$ cat src/rtl/fifo_pop_ctrl_pkg.sv
// ---------------------------------------------------------------------------
// fifo_pop_ctrl_pkg
// Shared definitions for the FIFO pop controller:
//   - default data and counter widths
//   - read FSM state encoding (IDLE: no read in flight, WAIT: one in flight)
//   - slot_free(): decides whether one more FIFO read fits in the buffer
// ---------------------------------------------------------------------------
package fifo_pop_ctrl_pkg;

    localparam int DATA_WIDTH_DEF = 4;
    localparam int CNT_WIDTH_DEF  = 8;

    typedef enum logic {
        IDLE = 1'b0,
        WAIT = 1'b1
    } rd_state_e;

    // True when buffered words plus the in-flight word leave room for one more.
    // A word leaving downstream on this same edge frees its slot, so a new read
    // may be issued in that cycle; this is what sustains one word per cycle.
    function automatic logic slot_free(input logic [1:0] occ,
                                       input logic       inflight,
                                       input logic       accept);
        logic [2:0] used_s;
        logic [2:0] limit_s;
        used_s  = {1'b0, occ} + {2'b00, inflight};
        limit_s = 3'd2 + {2'b00, accept};
        return (used_s < limit_s);
    endfunction

endpackage

$ cat src/rtl/fifo_pop_ctrl_skid_buf2.sv
// ---------------------------------------------------------------------------
// skid_buf2
// Two-entry in-order output buffer.
//   clk, rst : clock, synchronous active-high reset (clears contents to 0)
//   push     : capture din at the rising edge
//   pop      : drop the oldest word at the rising edge
//   din      : word to capture
//   dout     : oldest buffered word (holds its value until popped)
//   count    : number of buffered words (0..2)
// A push and pop on the same edge keeps the count and preserves order.
// ---------------------------------------------------------------------------
module skid_buf2 import fifo_pop_ctrl_pkg::*; #(
    parameter int DATA_WIDTH = DATA_WIDTH_DEF
) (
    input  logic                  clk,
    input  logic                  rst,
    input  logic                  push,
    input  logic                  pop,
    input  logic [DATA_WIDTH-1:0] din,
    output logic [DATA_WIDTH-1:0] dout,
    output logic [1:0]            count
);

    logic [DATA_WIDTH-1:0] head_r;
    logic [DATA_WIDTH-1:0] tail_r;
    logic [1:0]            count_r;
    logic [DATA_WIDTH-1:0] head_nxt_s;
    logic [DATA_WIDTH-1:0] tail_nxt_s;
    logic [1:0]            count_nxt_s;
    logic                  pop_s;
    logic                  push_s;

    // Next-state for the two slots: head is always the oldest word.
    always_comb begin
        pop_s       = pop && (count_r != 2'd0);
        push_s      = push && ((count_r != 2'd2) || pop_s);
        head_nxt_s  = head_r;
        tail_nxt_s  = tail_r;
        count_nxt_s = count_r;
        case ({push_s, pop_s})
            2'b01: begin
                head_nxt_s  = tail_r;
                count_nxt_s = count_r - 2'd1;
            end
            2'b10: begin
                if (count_r == 2'd0) begin
                    head_nxt_s = din;
                end else begin
                    tail_nxt_s = din;
                end
                count_nxt_s = count_r + 2'd1;
            end
            2'b11: begin
                if (count_r == 2'd1) begin
                    head_nxt_s = din;
                end else begin
                    head_nxt_s = tail_r;
                    tail_nxt_s = din;
                end
            end
            default: begin
                count_nxt_s = count_r;
            end
        endcase
    end

    // Slot and count registers.
    always_ff @(posedge clk) begin
        if (rst) begin
            head_r  <= {DATA_WIDTH{1'b0}};
            tail_r  <= {DATA_WIDTH{1'b0}};
            count_r <= 2'd0;
        end else begin
            head_r  <= head_nxt_s;
            tail_r  <= tail_nxt_s;
            count_r <= count_nxt_s;
        end
    end

    assign dout  = head_r;
    assign count = count_r;

endmodule

$ cat src/rtl/fifo_pop_ctrl.sv
// ---------------------------------------------------------------------------
// fifo_pop_ctrl
// Drains a FIFO with one-cycle read latency into a 2-entry output buffer and
// presents words downstream with a valid/ready handshake.
//   clk, rst   : clock, synchronous active-high reset
//   en         : allow new FIFO reads
//   buf_empty  : FIFO empty flag (registered in the FIFO)
//   buf_out    : FIFO read data, valid the cycle after a sampled rd_en
//   rd_en      : FIFO pop request (combinational)
//   data_out   : oldest buffered word
//   valid_out  : data_out holds a word
//   ready_in   : downstream accepts data_out when valid_out is high
//   pop_count  : words delivered downstream since reset (wraps)
// ---------------------------------------------------------------------------
module fifo_pop_ctrl import fifo_pop_ctrl_pkg::*; #(
    parameter int DATA_WIDTH = DATA_WIDTH_DEF,
    parameter int CNT_WIDTH  = CNT_WIDTH_DEF
) (
    input  logic                  clk,
    input  logic                  rst,
    input  logic                  en,
    input  logic                  buf_empty,
    input  logic [DATA_WIDTH-1:0] buf_out,
    output logic                  rd_en,
    output logic [DATA_WIDTH-1:0] data_out,
    output logic                  valid_out,
    input  logic                  ready_in,
    output logic [CNT_WIDTH-1:0]  pop_count
);

    rd_state_e            state_r;
    rd_state_e            state_nxt_s;
    logic [1:0]           occ_s;
    logic                 accept_s;
    logic                 capture_s;
    logic [CNT_WIDTH-1:0] pop_count_r;

    assign valid_out = (occ_s != 2'd0);
    assign accept_s  = valid_out && ready_in;
    // The word requested on the previous edge is on buf_out while in WAIT.
    assign capture_s = (state_r == WAIT);

    // FIFO read request; never while in reset or while the FIFO is empty.
    always_comb begin
        rd_en = 1'b0;
        if (!rst && en && !buf_empty) begin
            rd_en = slot_free(occ_s, capture_s, accept_s);
        end else begin
            rd_en = 1'b0;
        end
    end

    // Read FSM next state: WAIT exactly when a read was just issued.
    always_comb begin
        state_nxt_s = state_r;
        case (state_r)
            IDLE: begin
                if (rd_en) begin
                    state_nxt_s = WAIT;
                end else begin
                    state_nxt_s = IDLE;
                end
            end
            WAIT: begin
                if (rd_en) begin
                    state_nxt_s = WAIT;
                end else begin
                    state_nxt_s = IDLE;
                end
            end
            default: begin
                state_nxt_s = IDLE;
            end
        endcase
    end

    // Read FSM state register; reset drops any word still in flight.
    always_ff @(posedge clk) begin
        if (rst) begin
            state_r <= IDLE;
        end else begin
            state_r <= state_nxt_s;
        end
    end

    // Downstream transfer counter, wraps naturally at 2^CNT_WIDTH.
    always_ff @(posedge clk) begin
        if (rst) begin
            pop_count_r <= {CNT_WIDTH{1'b0}};
        end else if (accept_s) begin
            pop_count_r <= pop_count_r + {{(CNT_WIDTH-1){1'b0}}, 1'b1};
        end else begin
            pop_count_r <= pop_count_r;
        end
    end

    assign pop_count = pop_count_r;

    skid_buf2 #(
        .DATA_WIDTH (DATA_WIDTH)
    ) u_skid_buf2 (
        .clk   (clk),
        .rst   (rst),
        .push  (capture_s),
        .pop   (accept_s),
        .din   (buf_out),
        .dout  (data_out),
        .count (occ_s)
    );

endmodule

$ cat config.mk
export PLATFORM = sky130hd
export DESIGN_NAME = fifo_pop_ctrl
export DESIGN_NICKNAME = d
export VERILOG_FILES = /design/src/rtl/fifo_pop_ctrl_pkg.sv /design/src/rtl/fifo_pop_ctrl_skid_buf2.sv /design/src/rtl/fifo_pop_ctrl.sv
export SDC_FILE = /design/constraint.sdc
export NUM_CORES = 1
export LEC_CHECK = 0
export CAP_MARGIN = 20
export CORE_MARGIN = 10
export CORE_UTILIZATION = 47
export CTS_CLUSTER_SIZE = 16
export DETAILED_ROUTE_END_ITERATION = 6
export PLACE_DENSITY = 0.81
export SYNTH_ARGS = -nofsm -noshare
export SYNTH_HDL_FRONTEND = slang
export SYNTH_SLANG_ARGS = --single-unit
$ cat constraint.sdc
create_clock -name clk -period 2.3 [get_ports clk]
set_input_delay 0.345 -clock clk [delete_from_list [all_inputs] [get_ports clk]]
set_output_delay 0.345 -clock clk [all_outputs]
set_load 0.02 [all_outputs]
Yosys cells after proc, flatten, opt, wreduce, memory -nomap -nowiden
Index checks and enable logic that the tools add are counted.
- add/subtract/negate cells: 5
- order comparisons: 1
- equal/unequal tests: 8
- muxes and demuxes: 9
- reductions and logical operators: 15
- operators by type and width (operator ; number):
    4-bit two-way mux ; 4
    4-bit one-hot mux with 3 select lines ; 1
    8-bit by 1-bit adder with 8-bit output (second input constant) ; 1
    4-bit one-hot mux with 2 select lines ; 1
    2-bit != test (second input constant) ; 3
    2-bit nonzero test ; 3
    1-bit logical AND ; 5
    2-bit by 1-bit == test with 1-bit output (second input constant) ; 2
    2-bit == test (second input constant) ; 2
    2-bit one-hot mux with 2 select lines ; 1
    2-bit by 1-bit adder with 3-bit output ; 1
    2-bit by 1-bit adder with 3-bit output (first input constant) ; 1
    3-bit less-than comparator ; 1
    3-bit AND reduction ; 1
    3-bit nonzero test ; 1
    2-bit by 1-bit adder with 2-bit output (second input constant) ; 1
    1-bit zero test ; 2
    2-bit zero test ; 1
    1-bit two-way mux ; 2
    2-bit by 1-bit != test with 1-bit output (second input constant) ; 1
    2-bit AND reduction ; 1
    2-bit by 1-bit subtractor with 2-bit output (second input constant) ; 1
    1-bit logical OR ; 1
- bits in registers: 19
- bits of input ports: 9
- word-level logic and storage cells: 43

Depth between registers and ports, before layout
- depth after elaboration: 8
- gate-level depth with buffers: 11
- mapped depth without buffers: 10

Cells and area by module
A second synthesis with hierarchy kept.
- cells, all modules: 106
- area total of the unflattened synthesis: 982.2 µm²
- by module, submodules not included (module ; instances ; cells an instance ; area each (µm²) ; sequential area each (µm²)):
    skid_buf2 ; 1 ; 57 ; 539.3 ; 200.2
    fifo_pop_ctrl ; 1 ; 49 ; 442.9 ; 180.2

Worst setup path before layout
OpenSTA, ideal clock, no wires.
- path kind: flip-flop to flip-flop
- start point: register u_skid_buf2.count_r[0] (netlist: u_skid_buf2.count[0])
- end point: register u_skid_buf2.count_r[0] (netlist: u_skid_buf2.count[0])
- arrival: 1.773 ns
- data required time: 2.230 ns
- slack: 0.457 ns
- cell stages (with the launch flop): 10
- path buffers: 1
- path through: dfxtp_1 inv_1 ha_1 nor2b_4 buf_6 inv_6 a21boi_0 ha_1 a211o_1 a21oi_1
- longest elaborated chain between the ends: 7
- ends and longest elaborated chain (element ; line ; text):
    from (decl) ; fifo_pop_ctrl_skid_buf2.sv:26 ; logic [1:0] count_r;
    from (signal assigned) ; fifo_pop_ctrl_skid_buf2.sv:76 ; count_r <= count_nxt_s;
    2-bit nonzero test ; fifo_pop_ctrl_skid_buf2.sv:35, fifo_pop_ctrl.sv:38 ;
    1-bit logical AND ; fifo_pop_ctrl.sv:39 ; assign accept_s = valid_out && ready_in;
    1-bit logical AND ; fifo_pop_ctrl_skid_buf2.sv:35 ; pop_s = pop && (count_r != 2'd0);
    1-bit logical OR ; fifo_pop_ctrl_skid_buf2.sv:36 ; push_s = push && ((count_r != 2'd2) || pop_s);
    1-bit logical AND ; fifo_pop_ctrl_skid_buf2.sv:36 ;
    2-bit == test / 2-bit by 1-bit == test with 1-bit output (equally long branches) ; fifo_pop_ctrl_skid_buf2.sv:40 ; case ({push_s, pop_s})
    2-bit one-hot mux with 2 select lines / 2-bit nonzero test (equally long branches) ; n/a ;
Parallel ways exist; a longest one is shown, timed or not.
A chain may end at the register's enable or synchronous reset.

Worst setup path in the final report
- start point: register u_skid_buf2.count_r[1] (netlist: u_skid_buf2.count[1])
- end point: output rd_en
- longest elaborated chain between the ends: 5
- ends and longest elaborated chain (element ; line ; text):
    2-bit nonzero test ; fifo_pop_ctrl.sv:38 ; assign valid_out = (occ_s != 2'd0);
    1-bit logical AND ; fifo_pop_ctrl.sv:39 ;
    2-bit by 1-bit adder with 3-bit output ; fifo_pop_ctrl_pkg.sv:27 ; limit_s = 3'd2 + {2'b00, accept};
    3-bit less-than comparator (*) ; fifo_pop_ctrl_pkg.sv:28 ; return (used_s < limit_s);
    1-bit two-way mux (*) ; fifo_pop_ctrl.sv:46 ; if (!rst && en && !buf_empty) begin
    to (decl) ; fifo_pop_ctrl.sv:24 ; output logic rd_en,
Mark *: on every way between the ends. The rest lies on a longest branch, timed or not.

==> results.sh <==
export IMPL_worstSetupStartpointType="flop"
export IMPL_crit_arrival_ns=1.74
export IMPL_maxCapViolCount=0
export IMPL_slowest_delay_ns=0.37
export IMPL_finalWirelength_um=2060
export IMPL_async_flop_share_pct=0
export IMPL_route_detailed_drc=0
export IMPL_grt_max_degree=19
export IMPL_ff_latch_area_sq_um=382
export IMPL_grt_pass1_wl_um=3660
export IMPL_synthDistinctLibCells=26
export IMPL_vias_per_cell=5.05
export IMPL_ys_seq_elements=19
export IMPL_reg2reg_depth=9
export IMPL_synth_area_sq_um=946
export IMPL_fin_setup_tns_ns=0
export IMPL_htreeDepth=1
export IMPL_fmax_ghz=0.480
export IMPL_clk_pin_slew_ns=0.10
export IMPL_drv_slew=0
export IMPL_dp_hpwl_um=1630
export IMPL_yosys_warnings=0
export IMPL_cts_root_buf="clkbuf_4"
export IMPL_drive_gt1_share_pct=10.2
export IMPL_n_fill_cell=175
export IMPL_n_antenna_cell=0
export IMPL_required_ns=1.96
export IMPL_clock_sinks=19
export IMPL_die_w_um=64.9
export IMPL_io_buffers=22
export IMPL_synth_flop_cell="dfxtp_1"
export IMPL_cp_cell_sequence="inv_1, ha_1, nor2b_4, inv_6, o21ai_0, and4b_1, clkbuf_2"
export IMPL_skew_ns=0.00135
export IMPL_clock_latency_ns=0.30
export IMPL_synth_seq_area_share_pct=40.2
export IMPL_grt_overflow_total=0
export IMPL_hp_class="reg -> reg"
export IMPL_cts_tree="done"
export IMPL_critical_path_class="reg -> out"
export IMPL_cp_max_fo=4
export IMPL_final_cell_mix="clkdlybuf4s50_1, dfxtp_1, nor2_1"
export IMPL_core_area_sq_mm=0.00194
export IMPL_grt_usage_pct=10.7
export IMPL_die_area_sq_mm=0.00421
export IMPL_multi_input_area_sq_um=527
export IMPL_gp_congestion=0.750
export IMPL_start_util_pct=48.7
export IMPL_syn_avg_cell_area_sq_um=9.46
export IMPL_ant_nets=0
export IMPL_ioPinCount=23
export IMPL_grt_pass1_vias=847
export IMPL_top_layer="met4"
export IMPL_antenna_found_initial=0
export IMPL_finalCritPeriodShare_pct=90.6
export IMPL_drt_iter0_drc=14
export IMPL_synth_edff_count=0
export IMPL_final_common_cell="clkdlybuf4s50_1"
export IMPL_leakage_nw=0.545
export IMPL_synth_top_cell_by_area="dfxtp_1"
export IMPL_final_core_util_pct=63.9
export IMPL_wl_per_cell_um=13.3
export IMPL_fp_row_count=16
export IMPL_hold_violations=0
export IMPL_peakVddDrop_mv=0.776
export IMPL_fp_dieH_um=64.9
export IMPL_outcome="complete, no violations"
export IMPL_crit_path_top_delay_cell="dfxtp_2"
export IMPL_nets=145
export IMPL_startpoint="u_skid_buf2.count[1]"
export IMPL_r2r_slack_ns=0.31
export IMPL_postSynthCellCount=100
export IMPL_dr_total_vias=783
export IMPL_relSlewSlack_pct=77.7
export IMPL_synthTopCellsByArea="dfxtp_1, mux2i_1, ha_1, nor2_1, xor2_1"
export IMPL_grt_setup_unrepaired="false"
export IMPL_wl_met3_um=125
export IMPL_syn_num_nets=116
export IMPL_timing_rr_end="u_skid_buf2.count[0]"
export IMPL_wl_met2_um=1060
export IMPL_post_cts_buffers=0
export IMPL_syn2layout_area_growth_pct=31.2
export IMPL_clockBufferDepth=2
export IMPL_setup_viol=0
export IMPL_crit_path_end_kind="primary output"
export IMPL_wl_met1_um=822
export IMPL_synth_top_area_share_pct=40.2
export IMPL_cts_inserted_buffers=3
export IMPL_powerDensity_mw_per_mm2=906
export IMPL_finalCriticalPeriod_ns=2.08
export IMPL_worstSetupEndpoint="rd_en"
export IMPL_r2r_start="u_skid_buf2.count[1]"
export IMPL_worstMarginPinSlew_ns=0.333
export IMPL_dr_pass1_iters=3
-- area by class of cell --
cell class                 count  share of cell area, %
clock buffer                   4                   2.12
sequential                    19                   30.7
multi-input combinational     74                   42.4
inverter                       4                   1.61
tap                           27                   2.72
timing repair buffer          27                   20.4
-- what timing repair did --
item                       in CTS  in global routing
hold buffers                    0                  0
setup endpoints to repair       1                  1
gates resized for setup         2                  2
-- cell usage after synthesis, types with 3 or more instances --
cell	number
a211oi_1	4
a21oi_1	4
and4b_1	3
dfxtp_1	19
ha_1	7
inv_1	3
mux2i_1	9
nand2_1	6
nand4_1	3
nor2_1	17
xnor2_1	3
xor2_1	4
-- flip-flops by register name, indices dropped and copies added, names as in the netlist --
register and flops:
capture_s 1, pop_count 8, u_skid_buf2.count 2, u_skid_buf2.dout 4
u_skid_buf2.tail_r 4
-- metrics by stage --
stage	std cells	hold WS (ns)	instance area, sq um	total power [mW]	setup slack [ns]
floorplan	100	0.463	946	0.772	0.457
global placement	151	0.474	1220	0.940	-0.0783
detailed placement	151	0.492	1220	0.966	-0.0827
CTS	155	0.509	1240	1.14	0.00307
global route	155	0.544	1240	1.22	0.0432
finish	155	0.501	1240	1.12	0.216
-- cells by family (layout without fill, tap and decap cells) --
family                   after synthesis  after routing  share of synthesized area (%)
flip-flops                            19             19                           40.2
XOR/XNOR                               7              7                           6.48
multiplexers                           9              9                           9.52
adder cells (fa/ha/maj)                7              7                           9.26
buffers and inverters                  7             35                           4.10
AO/OA/AOI/OAI                         14             14                           10.6
AND/OR/NAND/NOR                       37             37                           19.8
-- report_power, final --
group	leakage (nW)	internal, mW	switching [mW]
clock	0.0150	0.0676	0.103
sequential	0.155	0.385	0.0355
combinational	0.375	0.247	0.287
-- routing by layer --
metal	up-vias	GRT usage [%]
li1	400	-
met4	0	5.88
met2	14	19.0
met1	365	10.8
met5	-	0
met3	4	3.44
-- worst min-delay path by stage --
stage	start	to	slack, ns	cells after the start
2_1_floorplan	u_skid_buf2.tail_r[0]	u_skid_buf2.tail_r[0]	0.46	2
4_1_cts	u_skid_buf2.dout[0]	u_skid_buf2.dout[0]	0.51	2
6_report	u_skid_buf2.dout[0]	u_skid_buf2.dout[0]	0.50	2
3_5_place_dp	u_skid_buf2.tail_r[2]	u_skid_buf2.tail_r[2]	0.49	2
3_3_place_gp	pop_count[1]	pop_count[1]	0.47	2
5_1_grt	u_skid_buf2.dout[3]	u_skid_buf2.dout[3]	0.54	2
-- worst max-delay path: cells and delay by family (launching register included) --
family,cells,cell delay [ns]
adder cells (fa/ha/maj),1,0.24
flip-flops,1,0.37
buffers and inverters,3,0.26
AND/OR/NAND/NOR,2,0.39
AO/OA/AOI/OAI,1,0.16
(Power assumes the default switching activity.)
